--- src/rtl/fetch_unit_pkg.sv ---
// Shared definitions for the instruction fetch stage: state encodings and
// the opcode field position within an instruction word.
package fetch_unit_pkg;

   typedef enum logic [1:0] {
      S_IDLE    = 2'd0,
      S_FETCH   = 2'd1,
      S_DISCARD = 2'd2,
      S_HOLD    = 2'd3
   } fetch_state_e;

   localparam int OPCODE_MSB = 15;
   localparam int OPCODE_LSB = 12;

endpackage

--- src/rtl/fetch_unit.sv ---
// Instruction fetch stage: PC, single-outstanding imem req/ready handshake,
// consumer back-pressure and branch redirection with in-flight discard.
module fetch_unit
   import fetch_unit_pkg::*;
#(
   parameter logic [15:0] RESET_PC = 16'h0000
) (
   input  logic        clk,
   input  logic        rst_n,
   output logic        imem_req,
   output logic [15:0] imem_addr,
   input  logic        imem_ready,
   input  logic [15:0] imem_rdata,
   input  logic        stall,
   input  logic        redirect_valid,
   input  logic [15:0] redirect_pc,
   output logic        instr_valid,
   output logic [15:0] instr,
   output logic [3:0]  opcode,
   output logic [15:0] pc_out,
   output logic [15:0] pc_plus1
);

   fetch_state_e state_q, state_d;
   logic [15:0]  pc_q, pc_d;
   logic [15:0]  addr_q, addr_d;
   logic [15:0]  instr_q, instr_d;
   logic [15:0]  pc_out_q, pc_out_d;
   logic         vld_q, vld_d;

   always_ff @(posedge clk or negedge rst_n) begin
      if (!rst_n) begin
         state_q  <= S_IDLE;
         pc_q     <= RESET_PC;
         addr_q   <= RESET_PC;
         instr_q  <= '0;
         pc_out_q <= RESET_PC;
         vld_q    <= 1'b0;
      end else begin
         state_q  <= state_d;
         pc_q     <= pc_d;
         addr_q   <= addr_d;
         instr_q  <= instr_d;
         pc_out_q <= pc_out_d;
         vld_q    <= vld_d;
      end
   end

   always_comb begin
      state_d  = state_q;
      pc_d     = pc_q;
      addr_d   = addr_q;
      instr_d  = instr_q;
      pc_out_d = pc_out_q;
      vld_d    = vld_q;
      // Redirect always retargets pc; what happens to addr depends on
      // whether a transaction is still open on the bus.
      if (redirect_valid) pc_d = redirect_pc;
      unique case (state_q)
         S_IDLE: begin
            state_d = S_FETCH;
            addr_d  = redirect_valid ? redirect_pc : pc_q;
         end
         S_FETCH: begin
            if (redirect_valid) begin
               if (imem_ready) begin
                  addr_d  = redirect_pc;
                  state_d = S_FETCH;
               end else begin
                  state_d = S_DISCARD;
               end
            end else if (imem_ready) begin
               instr_d  = imem_rdata;
               pc_out_d = addr_q;
               pc_d     = pc_q + 16'd1;
               vld_d    = 1'b1;
               state_d  = S_HOLD;
            end
         end
         S_DISCARD: begin
            // Old address stays on the bus until memory completes it.
            if (!redirect_valid && imem_ready) begin
               addr_d  = pc_q;
               state_d = S_FETCH;
            end
         end
         S_HOLD: begin
            if (redirect_valid) begin
               vld_d   = 1'b0;
               addr_d  = redirect_pc;
               state_d = S_FETCH;
            end else if (!stall) begin
               vld_d   = 1'b0;
               addr_d  = pc_q;
               state_d = S_FETCH;
            end
         end
         default: state_d = S_IDLE;
      endcase
   end

   assign imem_req    = (state_q == S_FETCH) || (state_q == S_DISCARD);
   assign imem_addr   = addr_q;
   assign instr_valid = vld_q;
   assign instr       = instr_q;
   assign opcode      = instr_q[OPCODE_MSB:OPCODE_LSB];
   assign pc_out      = pc_out_q;
   assign pc_plus1    = pc_out_q + 16'd1;

endmodule
--- config.mk ---
export PLATFORM = sky130hd
export DESIGN_NAME = fetch_unit
export DESIGN_NICKNAME = d
export VERILOG_FILES = /design/src/rtl/fetch_unit_pkg.sv /design/src/rtl/fetch_unit.sv
export SDC_FILE = /design/constraint.sdc
export NUM_CORES = 1
export LEC_CHECK = 0
export BUFFER_PORTS_ARGS = -buffer_cell sky130_fd_sc_hd__buf_2
export CAP_MARGIN = 20
export CORE_MARGIN = 2
export CORE_UTILIZATION = 40
export CTS_CLUSTER_SIZE = 28
export DETAILED_ROUTE_END_ITERATION = 10
export GPL_TIMING_DRIVEN = 0
export RECOVER_POWER = 50
export SLEW_MARGIN = 20
export SYNTH_ARGS = -nofsm -noshare
export SYNTH_HDL_FRONTEND = slang
export SYNTH_SLANG_ARGS = --single-unit
--- constraint.sdc ---
create_clock -name clk -period 2.3 [get_ports clk]
set_input_delay 0.23 -clock clk [delete_from_list [all_inputs] [get_ports clk]]
set_output_delay 0.23 -clock clk [all_outputs]
set_load 0.02 [all_outputs]
# Word-level counts from Yosys, hierarchy flattened
# Cells that the tools add are included.
[totals]
register_bits = 67
output_inout_bits = 70
[op_classes]
n_reduce_logical = 9
eq_ne = 9
bitwise = 1
mux = 22
n_addsub = 2
[op_table]
columns = ["op", "n"]
rows = [
  ["$mux W16", 9],
  ["$pmux W16 S4", 1],
  ["$add A16 B1 Y16 const B", 2],
  ["$mux W2", 6],
  ["$ne A2 B2 Y1 const B", 4],
  ["$pmux W2 S4", 1],
  ["$reduce_and A4 Y1", 2],
  ["$ne A3 B3 Y1 const B", 2],
  ["$reduce_and A3 Y1", 2],
  ["$eq A2 B2 Y1 const B", 2],
  ["$mux W1", 4],
  ["$eq A2 B1 Y1 const B", 1],
  ["$logic_not A2 Y1", 1],
  ["$pmux W1 S2", 1],
  ["$reduce_bool A2 Y1", 1],
  ["$logic_and A1 B1 Y1", 1],
  ["$logic_not A1 Y1", 1],
  ["$logic_or A1 B1 Y1", 1],
  ["$not A1 Y1", 1],
]

# Logic depth before layout (Yosys ltp)
[logic_depth]
ltp_word = 4
depth_mapped = 9
ltp_nobuf = 6

# Worst setup path before layout
# Ideal clock, no wire load.
[synth_path]
path_type = "flip-flop to flip-flop"
start = "reg state_q[1]"
end = "reg addr_q[10], in the netlist imem_addr[10]"
t_arrival_ps = 1723
path_slack_ps = 450
period_less_slack_ps = 1850
path_stages_with_launch = 9
path_buffers = 2
required_ps = 2173
cell_sequence = "dfrtp_1 -> inv_1 -> ha_1 -> buf_4 -> a21oi_1 -> a21oi_2 -> o22ai_4 -> buf_6 -> mux2_1"
[synth_via]
elab_chain_cells = 3
word_cells_on_any_way = 10
classes_between = "7 x eq/ne; 1 x mux; 2 x reduce/logical"
[synth_lines]
columns = ["element", "line_no", "rtl"]
rows = [
  ["from (decl)", "fetch_unit.sv:24", "fetch_state_e state_q, state_d;"],
  ["from (signal assigned)", "fetch_unit.sv:40", "state_q <= state_d;"],
  ["$eq A2 B2 Y1 / $eq A2 B1 Y1 (equally long branches)", "fetch_unit.sv:59", "unique case (state_q)"],
  ["$ne A3 B3 Y1 (no line) / $ne A2 B2 Y1 (equally long branches)", "n/a", ""],
  ["$reduce_and A4 Y1 (no line)", "n/a", ""],
  ["to (signal assigned)", "fetch_unit.sv:42", "addr_q <= addr_d;"],
  ["to (decl)", "fetch_unit.sv:26", "logic [15:0] addr_q, addr_d;"],
]
# Parallel ways exist; a longest one is shown, timed or not.
# A chain may end at the register's enable or synchronous reset.

# Final worst setup path
[layout_path]
start = "reg state_q[1]"
end = "reg addr_q[9], in the netlist imem_addr[9]"
# The elaborated chain is that of the path after synthesis.

==> out/qor.csv <==
stage,metric,value,unit
pwr,worst vdd ir,0.000554,V
logic_synthesis,yosys warns,0,
sta,"Slew Viols, Final",0,
grt,vias in the first global route,3297,
cts,clock root buffer master,clkbuf_8,
sta,final setup vio count,0,
worst_setup_path,"CP delay by family, top",compound AO/OA/AOI/OAI gates,
drt,DRT Pass-1 Iters,4,
cts,H-tree depth,3,
logic_synthesis,Syn Area/Cell,9.25,um2
sta,Fin Clk Skew,0.00975,ns
cts,clk sinks,67,
place,Routability Congestion,0.897,
cts,clock-pin transition on the worst setup and hold timing paths,0.08,ns
grt,global route total overflow,0,
drt,DR iter-0 viols,214,
sta,Tmin final,2.12,ns
die,initial core utilization,40.6,%
drt,average wire per standard cell,15.9,um
logic_synthesis,Netlist cell types,50,
run,maxcap violations,0,
grt,initial antenna violation count,0,
logic_synthesis,number of synthesized flops with an enable pin,0,
cts,Worst-Skew Late Latency,0.36,ns
drt,Vias/cell,5.34,
worst_setup_path,Crit. End Element,flip-flop,
logic_synthesis,synth cell count leaders,"109 x nand2_1, 67 x dfrtp_1, 16 x a21oi_1, 16 x a221oi_1",
sta,Final Hold Viols,0,
cts,CTS tree,done,
logic_synthesis,most frequent cell after synthesis,nand2_1,
worst_setup_path,worst setup path class,flip-flop to flip-flop,
worst_setup_path,CP required,2.53,ns
logic_synthesis,Synth async-reset ratio,100,%
die,Die Ht,100,um
die,die area,0.0100,mm2
sta,Least-Margin Pin Slew,0.905,ns
die,Site Rows,35,
cts,TritonCTS Buffers,9,
drt,DR vias,3385,
worst_setup_path,"slowest stage delay, CP",0.43,ns
finish,ant diodes,0,
worst_setup_path,Crit path arrival time,2.35,ns
drt,detailed-route DRC error count,0,
logic_synthesis,Syn Std Cell Area,0.00370,mm2
sta,fmax,0.473,GHz
finish,final instance count without filler cells,634,
logic_synthesis,register area share after synthesis,45.3,%
worst_setup_path,crit path max-delay cell type,dfrtp_1,
die,Core ar.,0.00911,mm2
worst_setup_path,critical-path cell list,inv_1 -> ha_1 -> buf_4 -> a21oi_1 -> a21oi_2 -> o22ai_4 -> buf_6 -> mux2_1,
place,port buffer count,105,
pwr,PwrDens,1450,mW/mm2
pwr,P_leak,0.00212,uW
logic_synthesis,Synth Register Bits,67,
die,number of primary I/O pins,107,
worst_setup_path,Critical Path Fanout Max,10,
logic_synthesis,cell taking the most area after synthesis,dfrtp_1,
drt,Detail Route Antenna Nets,0,
die,die width,100,um
place,DPL Wire Length,7370,um
logic_synthesis,largest cells by area after synthesis,"dfrtp_1 45%, nand2_1 11%, a221oi_1 3.8%, xnor2_1 3.3%, a311oi_1 3.1%",
logic_synthesis,most frequently used flop master after synthesis,dfrtp_1,
finish,share of cells above drive strength 1,23.3,%
finish,post-layout util,49.7,%
logic_synthesis,post-synth top area share,45.3,%
sta,relative slew slack,39.6,%
worst_setup_path,WP buf/inv,3,
drt,routed wire length,10100,um
sta,Final period util,92.0,%
worst_setup_path,startpoint types,flip-flop,
finish,P&R area growth vs syn,22.5,%
logic_synthesis,Post-Syn Instances,400,
place,placed instance count,617,
cts,clk buf depth,2,
outcome,status,"complete, no violations",
sta,RSZ-0062 raised after global routing,no,
finish,final net count,560,
sta,final hold slack,0.0580,ns
sta,Setup Total Neg Slack,0,ns
grt,pin count of the biggest net entering global routing,36,
grt,first-pass GRT wire length,16700,um
hold_path,HP Class,primary input to flip-flop,
logic_synthesis,syn_nets,442,
grt,Overall Global Routing Usage,21.4,%
-- layer usage --
metal	wire, um	track usage [%]
met1	4570	28.4
met2	4750	33.4
met3	535	5.57
met4	209	8.64
met5	0	0
-- repair_timing --
| action | CTS | global route |
|---|---|---|
| gates resized for setup | 1 | 1 |
| pin swaps | 0 | 1 |
| hold buffers | 1 | 0 |
| hold endpoints to repair | 32 | 0 |
| buffers inserted | 0 | 0 |
| endpoints found under the setup margin | 1 | 3 |
-- final timing paths --
check / start / to / slack (ns) / cells after the start
setup / recovery: state_q[1]$_DFFE_PN0P_ / imem_addr[9]$_DFFE_PN0P_ / 0.18 / 8
hold / removal: imem_rdata[5] / instr[5]$_DFFE_PN0P_ / 0.06 / 3
setup reg to reg: state_q[1]$_DFFE_PN0P_ / imem_addr[9]$_DFFE_PN0P_ / 0.18 / 8
max in group asynchronous: rst_n / pc_q[2]$_DFF_PN0_ / 0.43 / 3
hold reg to reg: instr[0]$_DFFE_PN0P_ / instr[0]$_DFFE_PN0P_ / 0.48 / 2
min in group asynchronous: rst_n / pc_out[2]$_DFFE_PN0P_ / 0.49 / 2
-- registers in the layout, summed over array words and instances (netlist names) --
| name | cells |
|---|---|
| instr_valid | 1 |
| imem_addr | 16 |
| pc_out | 16 |
| instr | 16 |
| state_q | 2 |
| pc_q | 16 |
-- stage by stage --
| stage | total power [uW] | setup slack (ns) | instance area (um2) |
|---|---|---|---|
| finish | 6570 | 0.184 | 4530 |
| floorplan | 4510 | 0.450 | 3700 |
| global placement | 5630 | 0.214 | 4360 |
| CTS | 6670 | 0.103 | 4590 |
| detailed placement | 5710 | 0.135 | 4390 |
| global route | 7080 | 0.0233 | 4530 |
-- where the power goes --
| part | total (uW) | switching [uW] | internal (uW) |
|---|---|---|---|
| registers | 2120 | 450 | 1670 |
| clock network | 956 | 458 | 497 |
| logic | 3490 | 2240 | 1260 |
| total | 6570 | 3150 | 3420 |
-- cells in the final DEF, fill, tap and decap left out, types with 6 or more instances in the layout --
cell	Yosys	layout
nand2_1	109	109
buf_2	5	74
dfrtp_1	67	67
clkbuf_1	14	51
a21oi_1	16	16
a221oi_1	16	16
nor2_1	14	14
xnor2_1	14	14
a311oi_1	13	13
mux2_1	10	10
inv_1	9	9
nand3_1	9	9
nor2b_1	9	9
o21bai_1	9	9
clkbuf_8	0	9
buf_4	7	7
mux2_2	7	7
nand2b_1	6	6
-- worst register-to-register path, delay by kind of cell (launching register included) --
family	cells	cell delay, ns
compound gates	3	0.57
flops	1	0.43
fa+ha+maj	1	0.19
buf+inv	3	0.48
mux	1	0.34
-- cell type report --
| type | count | area, um2 |
|---|---|---|
| Clock inverter | 5 | 53.8 |
| Buffer | 29 | 164 |
| Fill cell | 917 | 4580 |
| Sequential cell | 67 | 1680 |
| Timing Repair Buffer | 107 | 497 |
| Tap cell | 111 | 139 |
| Inverter | 9 | 33.8 |
| Multi-Input combinational cell | 295 | 1840 |
| Clock buffer | 11 | 131 |
-- cell families after synthesis --
| kind of cell | count (synthesis) | share of synthesized area [%] |
|---|---|---|
| AND/OR/NAND/NOR | 177 | 22.5 |
| AO/OA/AOI/OAI | 78 | 15.7 |
| flip-flops | 67 | 45.3 |
| buffers and inverters | 38 | 5.34 |
| multiplexers | 19 | 5.72 |
| XOR/XNOR | 16 | 3.79 |
| adder cells (fa/ha/maj) | 5 | 1.69 |
Power figures use the tool's default switching activity.
